$ cat src/rtl/muldiv_pkg.sv
// Shared definitions for the mult/div sequencer: ALU control codes, FSM and op encodings.
package muldiv_pkg;

    // Must stay aligned with the ALU control decoder.
    localparam logic [4:0] ALU_MULT  = 5'b01001;
    localparam logic [4:0] ALU_MULTU = 5'b01010;
    localparam logic [4:0] ALU_DIV   = 5'b00100;
    localparam logic [4:0] ALU_DIVU  = 5'b01011;

    typedef enum logic [1:0] {
        ST_IDLE,
        ST_PREP,
        ST_ITER,
        ST_FIX
    } state_t;

    typedef enum logic [1:0] {
        OP_MULT,
        OP_MULTU,
        OP_DIV,
        OP_DIVU
    } op_t;

    function automatic logic is_legal(input logic [4:0] ctrl);
        return (ctrl == ALU_MULT) || (ctrl == ALU_MULTU) ||
               (ctrl == ALU_DIV)  || (ctrl == ALU_DIVU);
    endfunction

    function automatic op_t decode_op(input logic [4:0] ctrl);
        case (ctrl)
            ALU_MULTU: return OP_MULTU;
            ALU_DIV:   return OP_DIV;
            ALU_DIVU:  return OP_DIVU;
            default:   return OP_MULT;
        endcase
    endfunction

endpackage

$ cat src/rtl/muldiv_step.sv
// One iteration of the shift-add multiply / restoring divide on the {upper,lower} accumulator.
module muldiv_step #(
    parameter int unsigned WIDTH = 32
) (
    input  logic                 i_is_div,
    input  logic [2*WIDTH-1:0]   i_acc,
    input  logic [WIDTH-1:0]     i_opnd,
    output logic [2*WIDTH-1:0]   o_acc,
    output logic                 o_qbit
);

    logic [WIDTH:0] w_sum;
    logic [WIDTH:0] w_trial;

    always_comb begin
        w_sum   = {1'b0, i_acc[2*WIDTH-1:WIDTH]} + (i_acc[0] ? {1'b0, i_opnd} : '0);
        w_trial = i_acc[2*WIDTH-1:WIDTH-1] - {1'b0, i_opnd};
        o_qbit  = 1'b0;
        o_acc   = '0;
        if (i_is_div) begin
            // Quotient LSB slot is left clear; the caller merges o_qbit in.
            o_qbit = ~w_trial[WIDTH];
            o_acc  = {(o_qbit ? w_trial[WIDTH-1:0] : i_acc[2*WIDTH-2:WIDTH-1]),
                      i_acc[WIDTH-2:0], 1'b0};
        end else begin
            o_acc  = {w_sum, i_acc[WIDTH-1:1]};
        end
    end

endmodule

$ cat src/rtl/muldiv_sequencer.sv
// Multi-cycle MIPS mult/multu/div/divu sequencer owning the HI/LO registers.
// Optional MULDIV_EARLY_OUT_EN: multiply leaves ITER once the remaining multiplier bits are zero.
module muldiv_sequencer
    import muldiv_pkg::*;
#(
    parameter int unsigned WIDTH = 32
) (
    input  logic             clk,
    input  logic             rst_n,
    input  logic             start,
    input  logic [4:0]       alu_ctrl,
    input  logic [WIDTH-1:0] op_a,
    input  logic [WIDTH-1:0] op_b,
    input  logic             flush,
    input  logic             hi_we,
    input  logic             lo_we,
    input  logic [WIDTH-1:0] wdata,
    output logic             busy,
    output logic             done,
    output logic             div_by_zero,
    output logic [WIDTH-1:0] hi,
    output logic [WIDTH-1:0] lo
);

    localparam int unsigned CNT_W = $clog2(WIDTH + 1);

    state_t               r_state;
    state_t               w_next;
    op_t                  r_op;
    logic [WIDTH-1:0]     r_a_raw;
    logic [WIDTH-1:0]     r_b_raw;
    logic [WIDTH-1:0]     r_opnd;
    logic [2*WIDTH-1:0]   r_acc;
    logic [CNT_W-1:0]     r_cnt;
    logic                 r_neg_res;
    logic                 r_neg_rem;
    logic                 r_dbz_flag;
    logic                 r_done;
    logic                 r_div_by_zero;
    logic [WIDTH-1:0]     r_hi;
    logic [WIDTH-1:0]     r_lo;
`ifdef MULDIV_EARLY_OUT_EN
    logic [WIDTH-1:0]     r_mrem;
`endif

    logic                 w_busy;
    logic                 w_accept;
    logic                 w_is_div;
    logic                 w_signed;
    logic                 w_iter_last;
    logic                 w_commit;
    logic [WIDTH-1:0]     w_abs_a;
    logic [WIDTH-1:0]     w_abs_b;
    logic [2*WIDTH-1:0]   w_step_acc;
    logic                 w_qbit;
    logic [2*WIDTH-1:0]   w_prod;
    logic [WIDTH-1:0]     w_res_hi;
    logic [WIDTH-1:0]     w_res_lo;

    assign w_accept = start && is_legal(alu_ctrl) && !flush;
    assign w_is_div = (r_op == OP_DIV) || (r_op == OP_DIVU);
    assign w_signed = (r_op == OP_MULT) || (r_op == OP_DIV);
    assign w_abs_a  = (w_signed && r_a_raw[WIDTH-1]) ? -r_a_raw : r_a_raw;
    assign w_abs_b  = (w_signed && r_b_raw[WIDTH-1]) ? -r_b_raw : r_b_raw;
    assign w_commit = (r_state == ST_FIX) && !flush;

`ifdef MULDIV_EARLY_OUT_EN
    assign w_iter_last = (r_cnt == CNT_W'(1)) || (!w_is_div && (r_mrem[WIDTH-1:1] == '0));
`else
    assign w_iter_last = (r_cnt == CNT_W'(1));
`endif

    muldiv_step #(.WIDTH(WIDTH)) u_step (
        .i_is_div (w_is_div),
        .i_acc    (r_acc),
        .i_opnd   (r_opnd),
        .o_acc    (w_step_acc),
        .o_qbit   (w_qbit)
    );

    always_ff @(posedge clk or negedge rst_n) begin
        if (!rst_n) begin
            r_state <= ST_IDLE;
        end else begin
            r_state <= w_next;
        end
    end

    always_comb begin
        w_next = r_state;
        case (r_state)
            ST_IDLE: if (w_accept) w_next = ST_PREP;
            ST_PREP: w_next = ST_ITER;
            ST_ITER: if (w_iter_last) w_next = ST_FIX;
            ST_FIX:  w_next = ST_IDLE;
            default: w_next = ST_IDLE;
        endcase
        if (flush && (r_state != ST_IDLE)) begin
            w_next = ST_IDLE;
        end
    end

    always_comb begin
        w_busy = (r_state != ST_IDLE);
    end

    always_ff @(posedge clk or negedge rst_n) begin
        if (!rst_n) begin
            r_op       <= OP_MULT;
            r_a_raw    <= '0;
            r_b_raw    <= '0;
            r_opnd     <= '0;
            r_acc      <= '0;
            r_cnt      <= '0;
            r_neg_res  <= 1'b0;
            r_neg_rem  <= 1'b0;
            r_dbz_flag <= 1'b0;
`ifdef MULDIV_EARLY_OUT_EN
            r_mrem     <= '0;
`endif
        end else begin
            case (r_state)
                ST_IDLE: begin
                    if (w_accept) begin
                        r_op    <= decode_op(alu_ctrl);
                        r_a_raw <= op_a;
                        r_b_raw <= op_b;
                    end
                end
                ST_PREP: begin
                    r_neg_res  <= w_signed && (r_a_raw[WIDTH-1] ^ r_b_raw[WIDTH-1]);
                    r_neg_rem  <= w_signed && r_a_raw[WIDTH-1];
                    r_dbz_flag <= w_is_div && (r_b_raw == '0);
                    r_opnd     <= w_is_div ? w_abs_b : w_abs_a;
                    r_acc      <= {{WIDTH{1'b0}}, (w_is_div ? w_abs_a : w_abs_b)};
                    r_cnt      <= CNT_W'(WIDTH);
`ifdef MULDIV_EARLY_OUT_EN
                    r_mrem     <= w_abs_b;
`endif
                end
                ST_ITER: begin
                    r_acc <= w_step_acc | {{(2*WIDTH-1){1'b0}}, w_qbit};
                    r_cnt <= r_cnt - CNT_W'(1);
`ifdef MULDIV_EARLY_OUT_EN
                    r_mrem <= r_mrem >> 1;
`endif
                end
                default: ;
            endcase
        end
    end

    always_comb begin
`ifdef MULDIV_EARLY_OUT_EN
        // An early exit leaves the product r_cnt bit positions high; realign it.
        w_prod = r_acc >> r_cnt;
`else
        w_prod = r_acc;
`endif
        w_res_hi = '0;
        w_res_lo = '0;
        if (w_is_div) begin
            if (r_dbz_flag) begin
                w_res_lo = '1;
                w_res_hi = r_a_raw;
            end else begin
                w_res_lo = r_neg_res ? -r_acc[WIDTH-1:0] : r_acc[WIDTH-1:0];
                w_res_hi = r_neg_rem ? -r_acc[2*WIDTH-1:WIDTH] : r_acc[2*WIDTH-1:WIDTH];
            end
        end else begin
            {w_res_hi, w_res_lo} = r_neg_res ? -w_prod : w_prod;
        end
    end

    always_ff @(posedge clk or negedge rst_n) begin
        if (!rst_n) begin
            r_done        <= 1'b0;
            r_div_by_zero <= 1'b0;
            r_hi          <= '0;
            r_lo          <= '0;
        end else begin
            r_done        <= w_commit;
            r_div_by_zero <= w_commit && r_dbz_flag;
            if (w_commit) begin
                r_hi <= w_res_hi;
                r_lo <= w_res_lo;
            end else if (!w_busy) begin
                if (hi_we) r_hi <= wdata;
                if (lo_we) r_lo <= wdata;
            end
        end
    end

    assign busy        = w_busy;
    assign done        = r_done;
    assign div_by_zero = r_div_by_zero;
    assign hi          = r_hi;
    assign lo          = r_lo;

endmodule

$ cat config.mk
export PLATFORM = sky130hd
export DESIGN_NAME = muldiv_sequencer
export DESIGN_NICKNAME = d
export VERILOG_FILES = /design/src/rtl/muldiv_pkg.sv /design/src/rtl/muldiv_step.sv /design/src/rtl/muldiv_sequencer.sv
export SDC_FILE = /design/constraint.sdc
export NUM_CORES = 1
export LEC_CHECK = 0
export CELL_PAD_IN_SITES_DETAIL_PLACEMENT = 0
export CELL_PAD_IN_SITES_GLOBAL_PLACEMENT = 1
export CORE_MARGIN = 3
export CORE_UTILIZATION = 43
export DETAILED_ROUTE_END_ITERATION = 6
export MAX_ROUTING_LAYER = met4
export PLACE_DENSITY_LB_ADDON = 0.25
export SLEW_MARGIN = 20
export SYNTH_ARGS = -nofsm -noshare
export SYNTH_HDL_FRONTEND = slang
export SYNTH_SLANG_ARGS = --single-unit
$ cat constraint.sdc
create_clock -name clk -period 9.25 [get_ports clk]
set_input_delay 2.3125 -clock clk [delete_from_list [all_inputs] [get_ports clk]]
set_output_delay 2.3125 -clock clk [all_outputs]
set_load 0.02 [all_outputs]
---- Word-level counts from Yosys, hierarchy flattened ----
Index checks and enable logic that the tools add are counted.
word-level totals
  register bits ........................... 239
  bits of input ports ..................... 107
  output and inout bits ................... 67
  logic and storage cells ................. 92
operators by class
  add/sub/neg operators ................... 8
  equality and inequality tests ........... 13
  muxes and demuxes ....................... 28
  bitwise gates (word level) .............. 3
  reduce and logical (&&, ||, !) cells .... 26
operator list
  operator                                          number
  two-way mux 32 bit                                18
  two-way mux 64 bit                                2
  negation 32 bit                                   4
  one-hot mux 64 bit (2 select lines)               1
  negation 64 bit                                   1
  OR 64 x 1 -> 64 bit                               1
  adder 32 x 33 -> 33 bit                           1
  subtractor 33 x 32 -> 33 bit                      1
  logical NOT 32 bit                                1
  == test 5 x 4 -> 1 bit, second input constant     3
  one-hot mux 6 bit (2 select lines)                1
  logical AND 1 bit                                 9
  == test 2 bit, second input constant              4
  one-hot mux 2 bit (4 select lines)                1
  AND reduction 2 bit                               4
  nonzero test 2 bit                                4
  == test 6 x 1 -> 1 bit, second input constant     1
  two-way mux 2 bit                                 3
  != test 3 bit, second input constant              2
  one-hot mux 2 bit (3 select lines)                1
  subtractor 6 x 1 -> 6 bit, second input constant  1
  == test 5 x 3 -> 1 bit, second input constant     1
  logical OR 1 bit                                  5
  logical NOT 2 bit                                 2
  other kinds (6)                                   6

---- Depth between registers and ports, before layout ----
Gate-level depths: netlist of the first run.
  depth after elaboration ................. 9
  gate-level depth with buffers ........... 14
  gate-level depth less buffers ........... 13

---- Cells and area by module ----
From an unflattened synthesis of the first run, not the netlist that was laid out.
second synthesis, totals
  cells, all modules ...................... 2,371
  area, all modules ....................... 19,419.9 um2
modules (own cells, without submodules)
  module            times used  cells each  area an instance (um2)  seq. area each (um2)
  muldiv_sequencer  1           1,686       14,739.1                5,980.7
  muldiv_step       1           685         4,680.7                 0.0

---- Worst setup path after synthesis of the first run ----
Ideal clock, no wire load.
  path kind ............................... in2reg
  from .................................... in alu_ctrl[1]
  to ...................................... reg r_a_raw[15]
  setup time .............................. 0.125 ns
  data arrival time ....................... 4.024 ns
  required time ........................... 9.125 ns
  slack ................................... 5.102 ns
  cell stages on the path ................. 6
  path buffers ............................ 2
  cells stage by stage .................... or4b_2 > nand2_1 > nand4_1 > clkbuf_1 > clkbuf_1 > mux2_2
between the ends
  cells in the longest elaborated chain, start to end .. 7
  elaborated cells on any way between the ends .. 10
  those cells by class .................... eq/ne: 4; reduce/logical: 6
RTL lines
  what                                line                     source
  from (decl)                         muldiv_sequencer.sv:11   input logic [4:0] alu_ctrl,
  == test 5 x 4 -> 1 bit              muldiv_pkg.sv:25         return (ctrl == ALU_MULT) || (ctrl == ALU_MULTU) ||
  logical OR 1 bit (2 in a row)       muldiv_pkg.sv:25
  logical OR 1 bit (*)                muldiv_pkg.sv:26         (ctrl == ALU_DIV) || (ctrl == ALU_DIVU);
  logical AND 1 bit (*) (2 in a row)  muldiv_sequencer.sv:60   assign w_accept = start && is_legal(alu_ctrl) && !flush;
  AND reduction 2 bit (no line) (*)   n/a
  to (signal assigned)                muldiv_sequencer.sv:126  r_a_raw <= op_a;
  to (decl)                           muldiv_sequencer.sv:30   logic [WIDTH-1:0] r_a_raw;
Mark *: on every way between the ends. The rest lies on a longest branch, timed or not.
A chain may end at the register's enable or synchronous reset.

---- Worst setup path in the final report of the first run ----
  from .................................... reg r_state[1]
  to ...................................... out busy
between the ends
  cells in the longest elaborated chain, start to end .. 1
RTL lines
  what                    line                     source
  from (decl)             muldiv_sequencer.sv:27   state_t r_state;
  from (signal assigned)  muldiv_sequencer.sv:85   r_state <= w_next;
  nonzero test 2 bit      muldiv_sequencer.sv:104  w_busy = (r_state != ST_IDLE);
  to (decl)               muldiv_sequencer.sv:18   output logic busy,
Every way passes these cells.

==> results of run 1 <==
==> power breakdown <==
| part | total [mW] | switching (mW) | internal, mW |
|---|---|---|---|
| logic | 5.00 | 3.00 | 2.01 |
| registers | 2.25 | 0.756 | 1.50 |
| clock network | 1.21 | 0.497 | 0.711 |
| total | 8.47 | 4.25 | 4.22 |
==> critical path, delay by kind of cell (launching register included) <==
family | cells | cell delay [ps]
buf+inv | 3 | 820
fa+ha+maj | 1 | 640
flops | 1 | 400
==> routing by layer <==
metal | vias up | routed length, µm | part of all wire (%)
met4 | 0 | 2815 | 4.0
met2 | 803 | 31160 | 44
met1 | 8640 | 30850 | 44
met3 | 113 | 5756 | 8.2
met5 | - | 0 | 0
li1 | 8040 | - | -
==> cell usage after synthesis (15+ instances only) <==
library cell and n:
a211oi_1 32, a21o_1 26, a21oi_1 151, a31oi_1 25, a32oi_1 40, and2_1 15
buf_1 21, clkbuf_1 130, dfrtp_1 239, ha_1 74, inv_1 82, mux2_2 85
mux2i_1 98, mux4_2 19, nand2_1 235, nand2b_1 16, nand3_1 31, nand4_1 20
nor2_1 187, nor3_1 27, nor4_1 15, o211ai_1 28, o21ai_0 147, o221ai_1 21
o31ai_1 27, or3_1 24, or4_1 18, xnor2_1 99, xor2_1 83
==> sequential cells by signal, summed over array words and instances, names as in the netlist <==
register,count
r_acc,64
hi,32
lo,32
r_a_raw,32
r_b_raw,32
r_opnd,32
r_cnt,6
r_op,2
r_state,2
div_by_zero,1
done,1
r_dbz_flag,1
r_neg_rem,1
r_neg_res,1
==> cells by family after synthesis <==
| family | synth area share (%) |
|---|---|
| multiplexers | 12.81 |
| adder cells (fa/ha/maj) | 5.174 |
| AO/OA/AOI/OAI | 20.49 |
| buffers and inverters | 4.785 |
| XOR/XNOR | 8.538 |
| AND/OR/NAND/NOR | 16.17 |
| flip-flops | 32.04 |
==> cell type report <==
cell class                 count  area (µm²)  area share (%)
tap                          577       721.9           3.325
clock buffer                  35       778.2           3.585
inverter                      83       311.5           1.435
sequential                   239        5984           27.56
clock inverter                18       211.5          0.9740
multi-input combinational   1697       11810           54.41
timing repair buffer         191        1884           8.679
antenna                        2       5.005         0.02305
==> worst max-delay path by stage <==
stage,from,to,slack [ps],cells after the start
5_1_grt,r_state[0],busy,4390,4
2_1_floorplan,alu_ctrl[1],r_a_raw[15],5100,6
4_1_cts,r_state[1],busy,4500,4
6_report,r_state[1],busy,4500,4
3_5_place_dp,flush,hi[0],4330,7
3_3_place_gp,flush,hi[23],4460,7
==> cells in the final DEF (no fill, tap or decap), types with 29 or more instances in the layout <==
master | Yosys | final
a21oi_1 | 151 | 151
nand3_1 | 31 | 31
nor2_1 | 187 | 185
clkdlybuf4s50_1 | 0 | 172
o21ai_0 | 147 | 147
xor2_1 | 83 | 83
inv_1 | 82 | 82
mux2_2 | 85 | 85
dfrtp_1 | 239 | 238
xnor2_1 | 99 | 99
mux2i_1 | 98 | 98
nand2_1 | 235 | 233
ha_1 | 74 | 73
a32oi_1 | 40 | 40
clkbuf_16 | 0 | 29
a211oi_1 | 32 | 32
==> per-stage QoR <==
| stage | setup WS, ps | std cells | power (mW) | hold WS [ps] | util, % |
|---|---|---|---|---|---|
| 2_1_floorplan | 5102 | 2173 | 5.374 | 464.2 | - |
| 3_3_place_gp | 4464 | 2787 | 7.110 | 479.4 | 48.83 |
| 3_5_place_dp | 4334 | 2787 | 7.165 | 493.6 | 48.83 |
| 4_1_cts | 4498 | 2840 | 8.391 | 507.5 | 51.17 |
| 5_1_grt | 4389 | 2841 | 8.994 | 511.8 | 51.18 |
| 6_report | 4497 | 2842 | 8.467 | 514.2 | 51.19 |
==> flow_summary.ini, run 1 <==
[clock_network]
root_buffer = clkbuf_16
cts_hold_buf = 0
postCtsSetupRepairBufs = 0
clk_latency_ps = 580
path_clk_slew_ps = 60
cts.sink_count = 239
cts_tree = yes
cts_buffers = 29
clockBufferDepth = 3
cts.htree.levels = 1
post_cts_resized = 0

[critical_path]
path_common_cell = inv_1
cp_max_fo = 14
r2r_cells = 12
reg2reg_to = r_acc[34]
end_kind = primary output
required_ps = 6940
max_stage_delay_ps = 640
worstPathCellList = inv_1 > ha_1 > inv_1 > clkdlybuf4s50_1
r2r-start = r_acc[31]
crit_arrival_ps = 2440
rrSetupSlack_ps = 4700
startpoint_type = flop
slowest_stage = ha_1
critPathKind = flop to primary output

[timing]
fmax_ghz = 0.2104
hold_violations = 0
final-setup-viol-count = 0
drv_slew = 0
tightest_slew_ps = 1103
clock_skew_ps = 21.42
fin_tns_setup_ps = 0
fin_crit_ps = 4753
relSlewSlack_pct = 26.26
grt_setup_unrepaired = no
fin_crit_sh_pct = 51.38

[global_routing]
grt_util_all_layers_pct = 30.37
grt-busiest-layer = met2
met2_usage_pct = 45.69
grt_util_met1_pct = 42.36
first_global_vias = 16420
overflow = 0
grt_pass1_wl_mm = 105.2
met3_usage_pct = 3.883
antenna_found_initial = 2
grt_max_degree = 151

[synthesis]
synth_top_area_share_pct = 32.04
yosysTopAreaCell = dfrtp_1
netlist_instances = 2173
synthDistinctLibCells = 81
synthesis.area_per_instance_um2 = 8.591
synth_flop_cell = dfrtp_1
synthArstFlopShare_pct = 100.0
synth.ff_latch_count = 239
yosysWarnings = 0
yosysSeqAreaShare_pct = 32.04
syn_nets = 2356
post_synth_main_area_contributors = dfrtp_1 32%, mux2i_1 5.3%, mux2_2 5.1%
synth_edf_count = 0
synthesis.area_mm2 = 0.01867

[finish]
nets = 2424
finalInstanceArea_mm2 = 0.02171
drive_gt1_share_pct = 9.059
fillers = 4039
area_growth_syn_to_layout_pct = 16.29

[floorplan]
core-area_mm2 = 0.04242
die_width_um = 214.4
initial_core_util_pct = 44.01
die_h_um = 214.4
dieArea_mm2 = 0.04595
std_cell_rows = 75
ios = 174

[placed_design]
place_area_mm2 = 0.02071
io_buffer_count = 173
dp_hpwl_mm = 53.64
gp_congestion = 0.9944

[power_and_ir_drop]
leakagePower_nw = 9.206
pwr_density_cell_mw_per_mm2 = 390.0
vdd_ir_drop_max_mv = 0.2607

[min_path]
holdPathEnd = r_cnt[4]
hp-start = r_cnt[4]
holdPathStages = 1
worst_hold_path_type = flop to flop

[detailed_routing]
drt-initial-drc-count = 1915
wl_per_cell_um = 24.83
vias = 17600
drc = 0
vias_per_cell = 6.191
drt_wl_total_mm = 70.58
detail_route.first_pass.iterations = 6
ant_nets = 0

[outcome]
outcome = complete, no violations

[run]
timing.max_cap.violations = 0
No activity file was read; power rests on OpenSTA's default activity.
==> run 2: changes to the inputs <==
==> constraint.sdc (replaced) <==
create_clock -name clk -period 4.4 [get_ports clk]
set_input_delay 1.1 -clock clk [delete_from_list [all_inputs] [get_ports clk]]
set_output_delay 1.1 -clock clk [all_outputs]
set_load 0.02 [all_outputs]
==> run 2 against run 1 <==
Sequential share of layout area down 0.57 points. Via count up 2.0%. Count of clock-buffer cells in the layout up 8. Critical path depth increased by 9. Cell count up 2.0%. Largest power group unchanged.
==> flow_summary.ini, run 2 (synthesized netlist as in run 1, its figures left out) <==
[global_routing]
grt_pass1_wl_mm = 112.0
grt_max_degree = 106
grt_util_all_layers_pct = 32.66
first_global_vias = 17150
overflow = 0
antenna_found_initial = 2

[detailed_routing]
ant_nets = 0
vias = 17960
drt-initial-drc-count = 1855
wl_per_cell_um = 25.86
drt_wl_total_mm = 74.94
drc = 0
detail_route.first_pass.iterations = 7
vias_per_cell = 6.196

[critical_path]
slowest_stage = o311ai_2
critPathKind = flop to flop
end_kind = flop
worstPathCellList = inv_1 > ha_1 > fa_1 > nor2b_1 > o211ai_1 > a21oi_1 > buf_4 > a21oi_1 > o21ai_1 > o311ai_2 > nor2_2 > mux4_2 > mux2_2
startpoint_type = flop
path_buf_inv = 2
path_common_cell = a21oi_1
cp_max_fo = 9
required_ps = 4860
crit_arrival_ps = 4630
r2r_cells = 13
rrSetupSlack_ps = 230
path_depth = 13
crit_family = compound AO/OA/AOI/OAI gates
max_stage_delay_ps = 720

[clock_network]
post_cts_resized = 0
root_buffer = clkbuf_16
cts.htree.levels = 1
cts.sink_count = 239
postCtsSetupRepairBufs = 0
cts_hold_buf = 0
clk_latency_ps = 570
clockBufferDepth = 3
cts_buffers = 30
cts_tree = yes
path_clk_slew_ps = 60

[finish]
largest_reg_flops = 64
nets = 2480
drive_gt1_share_pct = 11.13
fin_util_pct = 52.27
instances_no_fill = 2898
final_common_cell = dfrtp_1
top_register = r_acc
area_growth_syn_to_layout_pct = 18.76
final_cell_mix = 238 x dfrtp_1, 234 x nand2_1, 185 x nor2_1, 172 x clkdlybuf4s50_1, 151 x a21oi_1

[timing]
drv_slew = 0
clock_skew_ps = 10.91
fin_crit_ps = 4174
final-setup-viol-count = 0
fmax_ghz = 0.2396
relSlewSlack_pct = 30.27
hold_violations = 0
fin_crit_sh_pct = 94.87
hold-worst-slack_ps = 509.5
grt_setup_unrepaired = no
tightest_slew_ps = 1043
fin_tns_setup_ps = 0

[power_and_ir_drop]
leakagePower_nw = 9.499
power_mw = 18.27
vdd_ir_drop_max_mv = 0.4239
pwr_density_cell_mw_per_mm2 = 823.9

[min_path]
holdPathStages = 1
worst_hold_path_type = flop to flop

[outcome]
outcome = complete, no violations

[floorplan]
die_h_um = 214.4
die_width_um = 214.4
dieArea_mm2 = 0.04595
ios = 174
std_cell_rows = 75
initial_core_util_pct = 44.01
core-area_mm2 = 0.04242

[placed_design]
post-place-cells = 2842
io_buffer_count = 173
gp_congestion = 1.037
dp_hpwl_mm = 58.07

[run]
timing.max_cap.violations = 0
==> run 2: cell count changes in the layout (fill, tap and decap cells not counted), moves of 2 or more <==
| cell | delta |
|---|---|
| buf_12 | +4 |
| buf_4 | +51 |
| bufinv_16 | -3 |
| clkbuf_16 | +2 |
| clkbuf_8 | +6 |
| inv_6 | -2 |
==> run 2: cell type report <==
| class | instances | area, µm² |
|---|---|---|
| Antenna cell | 3 | 7.507 |
| Clock buffer | 43 | 910.9 |
| Clock inverter | 10 | 82.58 |
| Fill cell | 3968 | 20240 |
| Inverter | 83 | 311.5 |
| Multi-Input combinational cell | 1697 | 11810 |
| Sequential cell | 239 | 5984 |
| Tap cell | 577 | 721.9 |
| Timing Repair Buffer | 246 | 2347 |
==> run 2: stage by stage <==
stage,cell area (µm²),worst slack [ps]
global route,22170,119.9
finish,22170,225.7
floorplan,18670,969.5
CTS,22160,328.0
global placement,21170,434.3
detailed placement,21170,358.2
==> run 2: routing by layer <==
metal	wire (µm)	GRT usage, %	vias up
li1	-	-	8130
met1	32300	44.46	8793
met2	33160	49.14	886
met3	6368	5.824	146
met4	3115	11.42	0
met5	0	-	-
==> run 2: power by group <==
group | switching, mW | internal (mW)
sequential | 1.44 | 3.15
combinational | 6.74 | 4.45
clock | 0.999 | 1.48
==> run 2: worst paths after layout <==
check | from | end
max in group asynchronous | rst_n | r_b_raw[30]
min in group asynchronous | rst_n | hi[31]
setup reg to reg | r_acc[31] | r_acc[0]
hold / removal | r_cnt[4] | r_cnt[4]
hold reg to reg | r_cnt[4] | r_cnt[4]
setup / recovery | r_acc[31] | r_acc[0]
==> run 3: changes to the inputs <==
--- a/config.mk
+++ b/config.mk
@@ -12,7 +12,6 @@
 export DETAILED_ROUTE_END_ITERATION = 6
 export MAX_ROUTING_LAYER = met4
 export PLACE_DENSITY_LB_ADDON = 0.25
-export SLEW_MARGIN = 20
 export SYNTH_ARGS = -nofsm -noshare
 export SYNTH_HDL_FRONTEND = slang
 export SYNTH_SLANG_ARGS = --single-unit
==> run 3 against run 2 <==
Routed wire length is essentially flat. Worst setup slack gained 0.73 ps. Sequential share of layout area is essentially flat. Worst hold slack is essentially flat. Count of clock-buffer cells in the layout is the same. Register-to-register slack is essentially flat. Global-route usage is the same. Die area is the same. Via count shrank 0.19%.
==> flow_summary.ini, run 3 (synthesized netlist as in run 1, its figures left out) <==
[min_path]
hp-start = r_cnt[4]
worst_hold_path_type = flop to flop
holdPathStages = 1
holdPathEnd = r_cnt[4]

[clock_network]
cts.htree.levels = 1
clk_latency_ps = 570
postCtsSetupRepairBufs = 0
root_buffer = clkbuf_16
cts_tree = yes
path_clk_slew_ps = 60
cts.sink_count = 239
clockBufferDepth = 3
cts_hold_buf = 0
post_cts_resized = 0
cts_buffers = 30

[placed_design]
dp_hpwl_mm = 58.07
io_buffer_count = 173
gp_congestion = 1.037

[finish]
final_cell_mix = 238 x dfrtp_1, 234 x nand2_1, 185 x nor2_1, 172 x clkdlybuf4s50_1, 151 x a21oi_1
largest_reg_flops = 64
nets = 2480
top_register = r_acc
final_common_cell = dfrtp_1
area_growth_syn_to_layout_pct = 18.75
drive_gt1_share_pct = 11.13

[floorplan]
std_cell_rows = 75
ios = 174
die_h_um = 214.4
dieArea_mm2 = 0.04595
die_width_um = 214.4
initial_core_util_pct = 44.01
core-area_mm2 = 0.04242

[detailed_routing]
vias_per_cell = 6.186
ant_nets = 0
drc = 0
vias = 17920
detail_route.first_pass.iterations = 7
drt_wl_total_mm = 74.89
drt-initial-drc-count = 1861
wl_per_cell_um = 25.85

[critical_path]
crit_arrival_ps = 4630
r2r-start = r_acc[31]
r2r_cells = 13
required_ps = 4860
startpoint_type = flop
reg2reg_to = r_acc[0]
cp_max_fo = 9
critPathKind = flop to flop
end_kind = flop
rrSetupSlack_ps = 230

[timing]
clock_skew_ps = 11.59
fin_tns_setup_ps = 0
final-setup-viol-count = 0
drv_slew = 0
tightest_slew_ps = 1110
fin_crit_ps = 4174
hold_violations = 0
fmax_ghz = 0.2396
fin_crit_sh_pct = 94.85
grt_setup_unrepaired = no
relSlewSlack_pct = 25.94
hold-worst-slack_ps = 509.1

[global_routing]
grt_util_all_layers_pct = 32.66
grt_pass1_wl_mm = 112.0
antenna_found_initial = 2
first_global_vias = 17150
grt_max_degree = 106
overflow = 0

[outcome]
outcome = complete, no violations

[power_and_ir_drop]
leakagePower_nw = 9.506
power_mw = 18.26
vdd_ir_drop_max_mv = 0.4240
pwr_density_cell_mw_per_mm2 = 823.5

[run]
timing.max_cap.violations = 0
run 3: worst max path at each step:
stage / from / endpoint / slack [ps]
2_1_floorplan: r_acc[31] / r_acc[0] / 970
3_3_place_gp: r_acc[31] / r_acc[0] / 430
3_5_place_dp: r_acc[31] / r_acc[0] / 360
4_1_cts: r_acc[31] / r_acc[0] / 330
5_1_grt: r_acc[31] / r_acc[0] / 120
6_report: r_acc[31] / r_acc[0] / 230
run 3: final cells by class:
cell class              count  area, µm²
fillers                  3968      20250
multi-input cells        1697      11810
flip-flops and latches    239       5984
repair buffers            246       2347
clock buffers              43      910.9
well taps                 577      721.9
inverters                  83      311.5
clock inverters            10      82.58
diodes                      2      5.005
run 3: worst max-delay path, cell delays in order (launching register included):
cell and delay (ps):
dfrtp_1 470, inv_1 180, ha_1 220, fa_1 230, nor2b_1 80, o211ai_1 280, a21oi_1 110, buf_4 170
a21oi_1 280, o21ai_1 180, o311ai_2 740, nor2_2 310, mux4_2 530, mux2_2 270
run 3: where the power goes:
part	switching, mW	total, mW	internal, mW	leakage [nW]
Clock	1.00	2.48	1.48	0.488
Combinational	6.73	11.2	4.45	5.98
Sequential	1.44	4.59	3.15	3.04
Total	9.17	18.3	9.09	9.51
run 3: per-layer routing:
metal	wire length, µm	vias to the layer above	GRT usage (%)	share of wire, %
li1	-	8124	-	-
met4	3157	0	11.42	4.2
met1	32230	8766	44.46	43
met2	33120	881	49.14	44
met3	6379	149	5.824	8.5
met5	0	-	-	0
run 3: through the flow:
step	setup slack, ps	instances	util (%)	instance area [µm²]
floorplan	969.5	2173	-	18670
global placement	434.3	2842	49.91	21170
detailed placement	358.2	2842	49.91	21170
CTS	328.0	2895	52.25	22160
global route	119.9	2897	52.27	22170
finish	226.5	2897	52.27	22170
